**src/rtl/expr_pkg.sv**
```systemverilog
// Shared types and ASCII constants for the expr_check streaming expression validator.
// Bracket support is controlled by the EXPR_CHECK_PAREN_EN macro in the consuming files.
package expr_pkg;

   typedef enum logic [2:0] {
      S_EMPTY,
      S_EXPECT,
      S_NUM,
      S_CLOSE,
      S_ERR
   } expr_state_t;

   typedef enum logic [2:0] {
      C_DIGIT,
      C_OP,
      C_LPAR,
      C_RPAR,
      C_NUL,
      C_OTHER
   } expr_class_t;

   localparam logic [7:0] CH_NUL   = 8'h00;
   localparam logic [7:0] CH_0     = 8'h30;
   localparam logic [7:0] CH_9     = 8'h39;
   localparam logic [7:0] CH_PLUS  = 8'h2B;
   localparam logic [7:0] CH_MINUS = 8'h2D;
   localparam logic [7:0] CH_STAR  = 8'h2A;
   localparam logic [7:0] CH_LPAR  = 8'h28;
   localparam logic [7:0] CH_RPAR  = 8'h29;

   function automatic logic is_digit(input logic [7:0] c);
      return (c >= CH_0) && (c <= CH_9);
   endfunction

endpackage

```
**src/rtl/expr_classify.sv**
```systemverilog
// Combinational byte classifier for expr_check.
// With EXPR_CHECK_PAREN_EN undefined, '(' and ')' fall into the OTHER class.
module expr_classify
   import expr_pkg::*;
#(
   parameter int unsigned ALLOW_SUB = 0
) (
   input  logic [7:0]  i_char,
   output expr_class_t o_class
);

   always_comb begin
      o_class = C_OTHER;
      if (i_char == CH_NUL) begin
         o_class = C_NUL;
      end else if (is_digit(i_char)) begin
         o_class = C_DIGIT;
      end else if ((i_char == CH_PLUS) || (i_char == CH_STAR)) begin
         o_class = C_OP;
      end else if ((i_char == CH_MINUS) && (ALLOW_SUB != 0)) begin
         o_class = C_OP;
`ifdef EXPR_CHECK_PAREN_EN
      end else if (i_char == CH_LPAR) begin
         o_class = C_LPAR;
      end else if (i_char == CH_RPAR) begin
         o_class = C_RPAR;
`endif
      end
   end

endmodule

```
**src/rtl/expr_check.sv**
```systemverilog
// Streaming ASCII arithmetic-expression validator: one byte per accepted cycle, Moore outputs.
// Bracket nesting is compiled in only when EXPR_CHECK_PAREN_EN is defined.
module expr_check
   import expr_pkg::*;
#(
   parameter int unsigned MAX_DIGITS = 4,
   parameter int unsigned MAX_DEPTH  = 7,
   parameter int unsigned ALLOW_SUB  = 0,
   parameter int unsigned CNT_W      = 8
) (
   input  logic                             clk,
   input  logic                             clr,
   input  logic                             in_valid,
   input  logic [7:0]                       in,
   output logic                             out,
   output logic                             err,
   output logic [$clog2(MAX_DEPTH+1)-1:0]   depth,
   output logic [CNT_W-1:0]                 num_cnt
);

   localparam int unsigned DW  = $clog2(MAX_DEPTH + 1);
   localparam int unsigned DCW = $clog2(MAX_DIGITS + 1);

   expr_class_t      w_class;
   expr_state_t      r_state;
   expr_state_t      w_nxt_state;
   logic [DCW-1:0]   r_dcnt;
   logic [DCW-1:0]   w_nxt_dcnt;
   logic [CNT_W-1:0] r_cnt;
   logic             w_cnt_inc;
   logic             w_nxt_top;
   logic             r_out;
   logic             r_err;
`ifdef EXPR_CHECK_PAREN_EN
   logic [DW-1:0]    r_depth;
   logic [DW-1:0]    w_nxt_depth;
`endif

   expr_classify #(
      .ALLOW_SUB(ALLOW_SUB)
   ) u_classify (
      .i_char (in),
      .o_class(w_class)
   );

   always_comb begin
      w_nxt_state = r_state;
      w_nxt_dcnt  = r_dcnt;
      w_cnt_inc   = 1'b0;
`ifdef EXPR_CHECK_PAREN_EN
      w_nxt_depth = r_depth;
`endif
      if (in_valid && (w_class != C_NUL)) begin
         case (r_state)
            S_EMPTY, S_EXPECT: begin
               case (w_class)
                  C_DIGIT: begin
                     w_nxt_state = S_NUM;
                     w_nxt_dcnt  = DCW'(1);
                     w_cnt_inc   = 1'b1;
                  end
`ifdef EXPR_CHECK_PAREN_EN
                  C_LPAR: begin
                     if (r_depth == DW'(MAX_DEPTH)) begin
                        w_nxt_state = S_ERR;
                     end else begin
                        w_nxt_state = S_EXPECT;
                        w_nxt_depth = r_depth + DW'(1);
                     end
                  end
`endif
                  default: w_nxt_state = S_ERR;
               endcase
            end
            S_NUM: begin
               case (w_class)
                  C_DIGIT: begin
                     if (r_dcnt == DCW'(MAX_DIGITS)) begin
                        w_nxt_state = S_ERR;
                     end else begin
                        w_nxt_dcnt = r_dcnt + DCW'(1);
                     end
                  end
                  C_OP: w_nxt_state = S_EXPECT;
`ifdef EXPR_CHECK_PAREN_EN
                  C_RPAR: begin
                     if (r_depth != '0) begin
                        w_nxt_state = S_CLOSE;
                        w_nxt_depth = r_depth - DW'(1);
                     end else begin
                        w_nxt_state = S_ERR;
                     end
                  end
`endif
                  default: w_nxt_state = S_ERR;
               endcase
            end
            S_CLOSE: begin
               // A digit or '(' right after ')' would be implicit multiplication.
               case (w_class)
                  C_OP: w_nxt_state = S_EXPECT;
`ifdef EXPR_CHECK_PAREN_EN
                  C_RPAR: begin
                     if (r_depth != '0) begin
                        w_nxt_depth = r_depth - DW'(1);
                     end else begin
                        w_nxt_state = S_ERR;
                     end
                  end
`endif
                  default: w_nxt_state = S_ERR;
               endcase
            end
            default: w_nxt_state = S_ERR;
         endcase
      end
`ifdef EXPR_CHECK_PAREN_EN
      w_nxt_top = (w_nxt_depth == '0);
`else
      w_nxt_top = 1'b1;
`endif
   end

   always_ff @(posedge clk or posedge clr) begin
      if (clr) begin
         r_state <= S_EMPTY;
         r_dcnt  <= '0;
         r_cnt   <= '0;
         r_out   <= 1'b0;
         r_err   <= 1'b0;
`ifdef EXPR_CHECK_PAREN_EN
         r_depth <= '0;
`endif
      end else begin
         r_state <= w_nxt_state;
         r_dcnt  <= w_nxt_dcnt;
         if (w_cnt_inc && (r_cnt != '1)) begin
            r_cnt <= r_cnt + CNT_W'(1);
         end
         // Outputs are registered from next state so they depend on state only, never on in.
         r_out <= ((w_nxt_state == S_NUM) || (w_nxt_state == S_CLOSE)) && w_nxt_top;
         r_err <= (w_nxt_state == S_ERR);
`ifdef EXPR_CHECK_PAREN_EN
         r_depth <= w_nxt_depth;
`endif
      end
   end

   assign out     = r_out;
   assign err     = r_err;
   assign num_cnt = r_cnt;
`ifdef EXPR_CHECK_PAREN_EN
   assign depth   = r_depth;
`else
   assign depth   = '0;
`endif

endmodule

```
**config.mk**
```make
export PLATFORM = sky130hd
export DESIGN_NAME = expr_check
export DESIGN_NICKNAME = d
export VERILOG_FILES = /design/src/rtl/expr_pkg.sv /design/src/rtl/expr_classify.sv /design/src/rtl/expr_check.sv
export SDC_FILE = /design/constraint.sdc
export NUM_CORES = 1
export LEC_CHECK = 0
export BUFFER_PORTS_ARGS = -buffer_cell sky130_fd_sc_hd__buf_2
export CORE_MARGIN = 1
export CORE_UTILIZATION = 28
export CTS_CLUSTER_SIZE = 30
export DETAILED_ROUTE_END_ITERATION = 8
export SETUP_SLACK_MARGIN = 0.02
export SLEW_MARGIN = 20
export SYNTH_ARGS = -nofsm -noshare
export SYNTH_HDL_FRONTEND = slang
export SYNTH_HIERARCHICAL = 1
export SYNTH_SLANG_ARGS = --single-unit
```
**constraint.sdc**
```tcl
create_clock -name clk -period 2 [get_ports clk]
set_clock_uncertainty 0.1 [all_clocks]
set_input_delay 0.1 -clock clk [delete_from_list [all_inputs] [get_ports clk]]
set_output_delay 0.1 -clock clk [all_outputs]
set_load 0.02 [all_outputs]
```
==> out/qor.txt, run 1 <==
outcome: finished clean
wire length on met1: 799 µm
WS Path Type: in -> reg
# rows: 20
die area: 3540 µm²
via/cell ratio: 4.54
# nets final: 140
HP Class: in -> reg
Ant. Diodes: 0
crit path launch type: input pin
Clk pin slew, worst setup/hold paths: 0.09 ns
Met2 Wirelength: 848 µm
largest fanout on the critical path: 6
1st-iter DRT viols: 19
Die Wd: 59.5 µm
Post-DP HPWL: 1.36 mm
CP arrival: 1.89 ns
Clock Tree Buf Depth: 2
ANT nets after route: 0
initial antenna violation count: 0
vias in the first global route: 744
DP Worst Slack: -0.125 ns
area grow syn2layout: 23.4%
Worst Path Required: 2.07 ns
CP endpoint kind: flop
Die Y-Extent: 59.5 µm
Worst-Margin Slew: 0.600 ns
first-pass detailed-route iteration total: 4
fin. max-slew vios: 0
Cells after Synth: 97
fin util: 0.368
#FFs+latches synth: 16
Power, Total: 579 µW
remaining global-route overflow: 0
global placement routability congestion: 0.808
routed vias: 767
Worst R2R Setup Slack: 0.39 ns
routed wire length: 1.74 mm
Root Buffer: clkbuf_4
critical-path cell list: buf_2 -> or4_1 -> a21boi_1 -> o21ai_1 -> nor3_2 -> nand2_2 -> a21oi_1 -> mux2_2
post-synthesis sequential area ratio: 0.433
worst rel slew slack: 0.599
Setup Viol. Count Final: 0
post-route setup slack: 0.182 ns
syn avg cell area: 9.53 µm²
Post-Syn Area: 925 µm²
Buf/Inv on CP: 1
highest metal used: met4
Critical Path Max Stage Delay: 0.52 ns
max capacitance violation total: 0
count of input and output buffers: 20
min Tclk post-route: 1.82 ns
CTS tree: done
RSZ-0062 raised after global routing: no
Core Region: 3100 µm²
FILL cells: 314
Yosys warnings: 6
largest net degree at the start of global routing: 17
CTS Buf Count: 3
Fin Setup TNS: 0 ns
Hold Violations, Final: 0
maximum vdd drop: 0.169 mV
initial core utilization: 0.298
Routed wire per std cell: 10.3 µm
clk_lat worst skew: 0.28 ns
WHS: 0.0175 ns
Worst path slowest cell: or4_1
CP top delay family: simple AND/OR/NAND/NOR gates
Final Cycle Share: 0.909
DRC: 0
PD cells: 507 nW/µm²
post-CTS setup buffers: 0
clock sinks: 16
Static Leakage: 0.570 nW
H-Tree Depth: 1
post_cts resized: 0
synth unique cells: 35
GRT Resource Usage Total: 0.106
Hold-fix buffers, CTS: 1
I/O pins: 24
layout cells sized above 1: 0.296
WL met3: 75 µm
Highest Clock Rate: 550 MHz
first-pass GRT wire length: 2.81 mm
placed cells by master, fill, tap and decap left out, types with 4 or more instances in the layout:
cell type / count
xor2_1: 7
dfrtp_1: 16
buf_2: 20
buf_4: 5
nor2_1: 9
nand2_1: 6
nand3_1: 4
inv_1: 8
o21ai_0: 5
conb_1: 4
final cells by class:
cell class | instances | area [µm²] | area share
Sequential cell | 16 | 400 | 0.351
Multi-Input combinational cell | 71 | 472 | 0.413
Inverter | 8 | 30.0 | 0.0263
Clock buffer | 4 | 36.3 | 0.0318
Tap cell | 44 | 55.1 | 0.0482
Timing Repair Buffer | 26 | 148 | 0.129
logic make-up (layout without fill, tap and decap cells):
family | count (synthesis) | after routing | share of synthesized area
buf+inv | 12 | 38 | 0.0650
xor+xnor | 7 | 7 | 0.0663
fa+ha+maj | 3 | 3 | 0.0406
simple gates | 34 | 34 | 0.212
mux | 1 | 1 | 0.0122
other cells | 2 | 4 | 0.00812
flops | 16 | 16 | 0.433
compound gates | 22 | 22 | 0.162
synthesized netlist by cell type, drive strengths merged:
| cell type | count | area (µm²) |
|---|---|---|
| or3b | 1 | 8.76 |
| a211oi | 1 | 7.51 |
| a21o | 2 | 15.0 |
| o21ai | 6 | 30.0 |
| mux2 | 1 | 11.3 |
| ha | 3 | 37.5 |
| nand3 | 4 | 20.0 |
| o211ai | 2 | 15.0 |
| nor2 | 9 | 33.8 |
| a2111oi | 1 | 8.76 |
| buf | 4 | 30.0 |
| nand2 | 7 | 28.8 |
| a21oi | 3 | 15.0 |
| and2b | 1 | 8.76 |
| nor3 | 3 | 20.0 |
| o31ai | 2 | 15.0 |
| inv | 8 | 30.0 |
| dfrtp | 16 | 400 |
| or4 | 1 | 7.51 |
| a21bo | 1 | 10.0 |
| conb | 2 | 7.51 |
| nor3b | 2 | 26.3 |
| o311ai | 1 | 8.76 |
| xor2 | 7 | 61.3 |
| and4 | 1 | 10.0 |
| nor4 | 2 | 12.5 |
| a32o | 1 | 10.0 |
| nand2b | 2 | 12.5 |
| or2b | 1 | 7.51 |
| a21boi | 2 | 15.0 |
tightest hold or removal path, cell delays in order:
cell	delay [ns]
buf_2	0.12
a211oi_1	0.09
inv_1	0.06
metrics by stage:
step,cell area [µm²],instances
after floorplan,932,99
after global placement,1090,164
after detailed placement,1090,164
after CTS,1140,169
after global routing,1140,169
final,1140,169
worst paths after layout:
kind	start	depth (start not counted)	endpoint
worst min-delay path	in_valid	3	r_state[2]$_DFF_PP0_
worst max-delay path	in[0]	8	num_cnt[1]$_DFFE_PP0P_
max in group asynchronous	clr	3	r_dcnt[2]$_DFFE_PP0P_
worst max register to register	r_dcnt[0]$_DFFE_PP0P_	6	r_dcnt[0]$_DFFE_PP0P_
worst min register to register	num_cnt[7]$_DFFE_PP0P_	1	num_cnt[7]$_DFFE_PP0P_
min in group asynchronous	clr	3	num_cnt[7]$_DFFE_PP0P_
flip-flops by register name (all words and copies together), names as in the netlist:
signal and count:
err 1, num_cnt 8, r_dcnt 3, out 1
r_state 3
metal layers:
metal	track usage	vias to the layer above
met3	0.0131	2
met5	0	-
met1	0.114	355
met2	0.193	21
met4	0.0714	0
li1	-	389
where the power goes:
part	switching [mW]	internal, mW	total [mW]
Clock	0.0987	0.111	0.209
Sequential	0.000145	0.323	0.323
Combinational	0.0257	0.0200	0.0457
Total	0.125	0.454	0.579
(Power assumes the default switching activity.)
==> run 2: changes to the inputs <==
--- a/config.mk
+++ b/config.mk
@@ -6,10 +6,13 @@
 export NUM_CORES = 1
 export LEC_CHECK = 0
 export BUFFER_PORTS_ARGS = -buffer_cell sky130_fd_sc_hd__buf_2
+export CAP_MARGIN = 10
 export CORE_MARGIN = 1
 export CORE_UTILIZATION = 28
 export CTS_CLUSTER_SIZE = 30
 export DETAILED_ROUTE_END_ITERATION = 8
+export GPL_ROUTABILITY_DRIVEN = 1
+export PLACE_DENSITY = 0.49
 export SETUP_SLACK_MARGIN = 0.02
 export SLEW_MARGIN = 20
 export SYNTH_ARGS = -nofsm -noshare
==> out/qor.txt, run 2 (synthesis gave the netlist of run 1 again) <==
Hold Crit Depth: 3 (unchanged)
register area: 400 µm² (unchanged)
footprint of the multi-input gates: 488 µm² (was 472 µm²)
Root Buffer: clkbuf_4 (unchanged)
1st-iter DRT viols: 38 (was 19)
Hold Violations, Final: 0 (unchanged)
outcome: finished clean (unchanged)
Static Leakage: 0.585 nW (was 0.570 nW)
Worst-Margin Slew: 0.604 ns (was 0.600 ns)
Final Cycle Share: 0.909 (about the same)
critical path depth in cells: 9 (was 8)
maximum vdd drop: 0.153 mV (was 0.169 mV)
Most common cell on crit path: buf_4
via/cell ratio: 4.58 (was 4.54)
Critical Path Max Stage Delay: 0.51 ns (was 0.52 ns)
Post-DP HPWL: 1.40 mm (was 1.36 mm)
most frequent cells in the layout: buf_2 (20), dfrtp_1 (16), nor2_1 (9) (unchanged)
layout cells sized above 1: 0.336 (was 0.296)
CTS Buf Count: 3 (unchanged)
Ant. Diodes: 0 (unchanged)
first-pass GRT wire length: 3.24 mm (was 2.81 mm)
Clk pin slew, worst setup/hold paths: 0.10 ns (was 0.09 ns)
WS Path Type: in -> reg (unchanged)
worst rel slew slack: 0.597 (was 0.599)
worst reg2reg path startpoint: r_dcnt[0]$_DFFE_PP0P_ (unchanged)
CP endpoint kind: flop (unchanged)
HP Start: in_valid (unchanged)
DP Area: 1100 µm² (was 1090 µm²)
largest net degree at the start of global routing: 17 (unchanged)
clk_lat worst skew: 0.28 ns (about the same)
vias in the first global route: 777 (was 744)
grt peak-use layer: met2 (unchanged)
Setup Viol. Count Final: 0 (unchanged)
min Tclk post-route: 1.82 ns (about the same)
first-pass detailed-route iteration total: 4 (unchanged)
RSZ-0062 raised after global routing: no (unchanged)
fin. max-slew vios: 0 (unchanged)
global placement routability congestion: 0.734 (was 0.808)
critical-path cell list: buf_2 -> or4_1 -> a21boi_1 -> o21ai_2 -> buf_4 -> nor2_1 -> o211ai_1 -> buf_4 -> o21ai_0 (was buf_2 -> or4_1 -> a21boi_1 -> o21ai_1 -> nor3_2 -> nand2_2 -> a21oi_1 -> mux2_2)
Die Y-Extent: 59.5 µm (unchanged)
DRC: 0 (unchanged)
max FFs per register: 8 (unchanged)
crit path launch: in[0] (unchanged)
HP Class: in -> reg (unchanged)
commonest non-fill, non-tap cell in the layout: buf_2 (unchanged)
ANT nets after route: 0 (unchanged)
Core Region: 3100 µm² (unchanged)
Worst Path Required: 2.10 ns (was 2.07 ns)
area grow syn2layout: 27.6% (was 23.4%)
Die Wd: 59.5 µm (unchanged)
largest fanout on the critical path: 8 (was 6)
met3 Track Usage GR: 0.0262 (was 0.0131)
initial core utilization: 0.298 (unchanged)
Buf/Inv on CP: 3 (was 1)
WHS: 0.0677 ns (was 0.0175 ns)
count of input and output buffers: 20 (unchanged)
routed wire length: 1.78 mm (was 1.74 mm)
met1 Use GR: 0.148 (was 0.114)
Clock Tree Buf Depth: 2 (unchanged)
Highest Clock Rate: 550 MHz (about the same)
crit path launch type: input pin (unchanged)
CTS tree: done (unchanged)
Routed wire per std cell: 10.3 µm (about the same)
# nets final: 143 (was 140)
CP top delay family: compound AO/OA/AOI/OAI gates (was simple AND/OR/NAND/NOR gates)
I/O pins: 24 (unchanged)
H-Tree Depth: 1 (unchanged)
Worst R2R Path Depth: 6 (unchanged)
Worst path slowest cell: or4_1 (unchanged)
CP arrival: 1.92 ns (was 1.89 ns)
max capacitance violation total: 0 (unchanged)
# rows: 20 (unchanged)
die area: 3540 µm² (unchanged)
final instance area: 1180 µm² (was 1140 µm²)
PD cells: 490 nW/µm² (was 507 nW/µm²)
routed vias: 788 (was 767)
initial antenna violation count: 0 (unchanged)
remaining global-route overflow: 0 (unchanged)
clock sinks: 16 (unchanged)
global-route met2 utilization: 0.210 (was 0.193)
GRT Resource Usage Total: 0.123 (was 0.106)
FILL cells: 348 (was 314)
==> run 2: path summary, 6_finish.rpt <==
check                                         end  slack (ns)
min in group asynchronous   r_dcnt[2]$_DFFE_PP0P_        0.33
min reg2reg                num_cnt[6]$_DFFE_PP0P_        0.39
min                                 out$_DFF_PP0_        0.07
max                         r_dcnt[0]$_DFFE_PP0P_        0.18
max reg2reg                 r_dcnt[0]$_DFFE_PP0P_        0.30
max in group asynchronous    r_state[2]$_DFF_PP0_        1.08
==> run 2: worst register-to-register path: stages (launching register included) <==
cell      delay [ns]
dfrtp_1         0.42
inv_1           0.07
ha_1            0.13
a21oi_1         0.08
o211ai_1        0.50
buf_4           0.21
o21ai_0         0.07
==> run 2: final cells by class <==
cell class / count / share of cell area
Timing Repair Buffer: 29 / 0.144
Multi-Input combinational cell: 71 / 0.414
Clock buffer: 4 / 0.0308
Tap cell: 44 / 0.0467
Sequential cell: 16 / 0.339
Inverter: 8 / 0.0255
==> run 2: what timing repair did <==
item | 4_1_cts | 5_1_grt
endpoints found under the hold margin | 16 | 0
hold buffers | 1 | 0
buffers inserted | 0 | 2
resized for setup | 0 | 5
endpoints found under the setup margin | 0 | 5
==> run 2: metrics by stage <==
| step | setup WS, ns | instances | utilization | setup TNS (ns) | total power [mW] |
|---|---|---|---|---|---|
| after floorplan | 0.0252 | 99 | - | 0 | 0.359 |
| after global placement | -0.0853 | 165 | 0.355 | -0.391 | 0.373 |
| after detailed placement | -0.105 | 165 | 0.355 | -0.620 | 0.374 |
| after CTS | 0.196 | 170 | 0.370 | 0 | 0.587 |
| after global routing | 0.0274 | 172 | 0.380 | 0 | 0.605 |
| final | 0.182 | 172 | 0.380 | 0 | 0.578 |
==> run 2: routing by layer <==
layer,share of wire,vias to the layer above
met4,0.0073,0
met5,0,-
met3,0.049,2
met2,0.50,25
li1,-,390
met1,0.44,371
==> run 2: power by group <==
group | switching [mW] | internal (mW) | leakage [nW]
clock network | 0.0981 | 0.111 | 0.0210
registers | 0.000145 | 0.323 | 0.213
logic | 0.0260 | 0.0202 | 0.351
total | 0.124 | 0.454 | 0.585
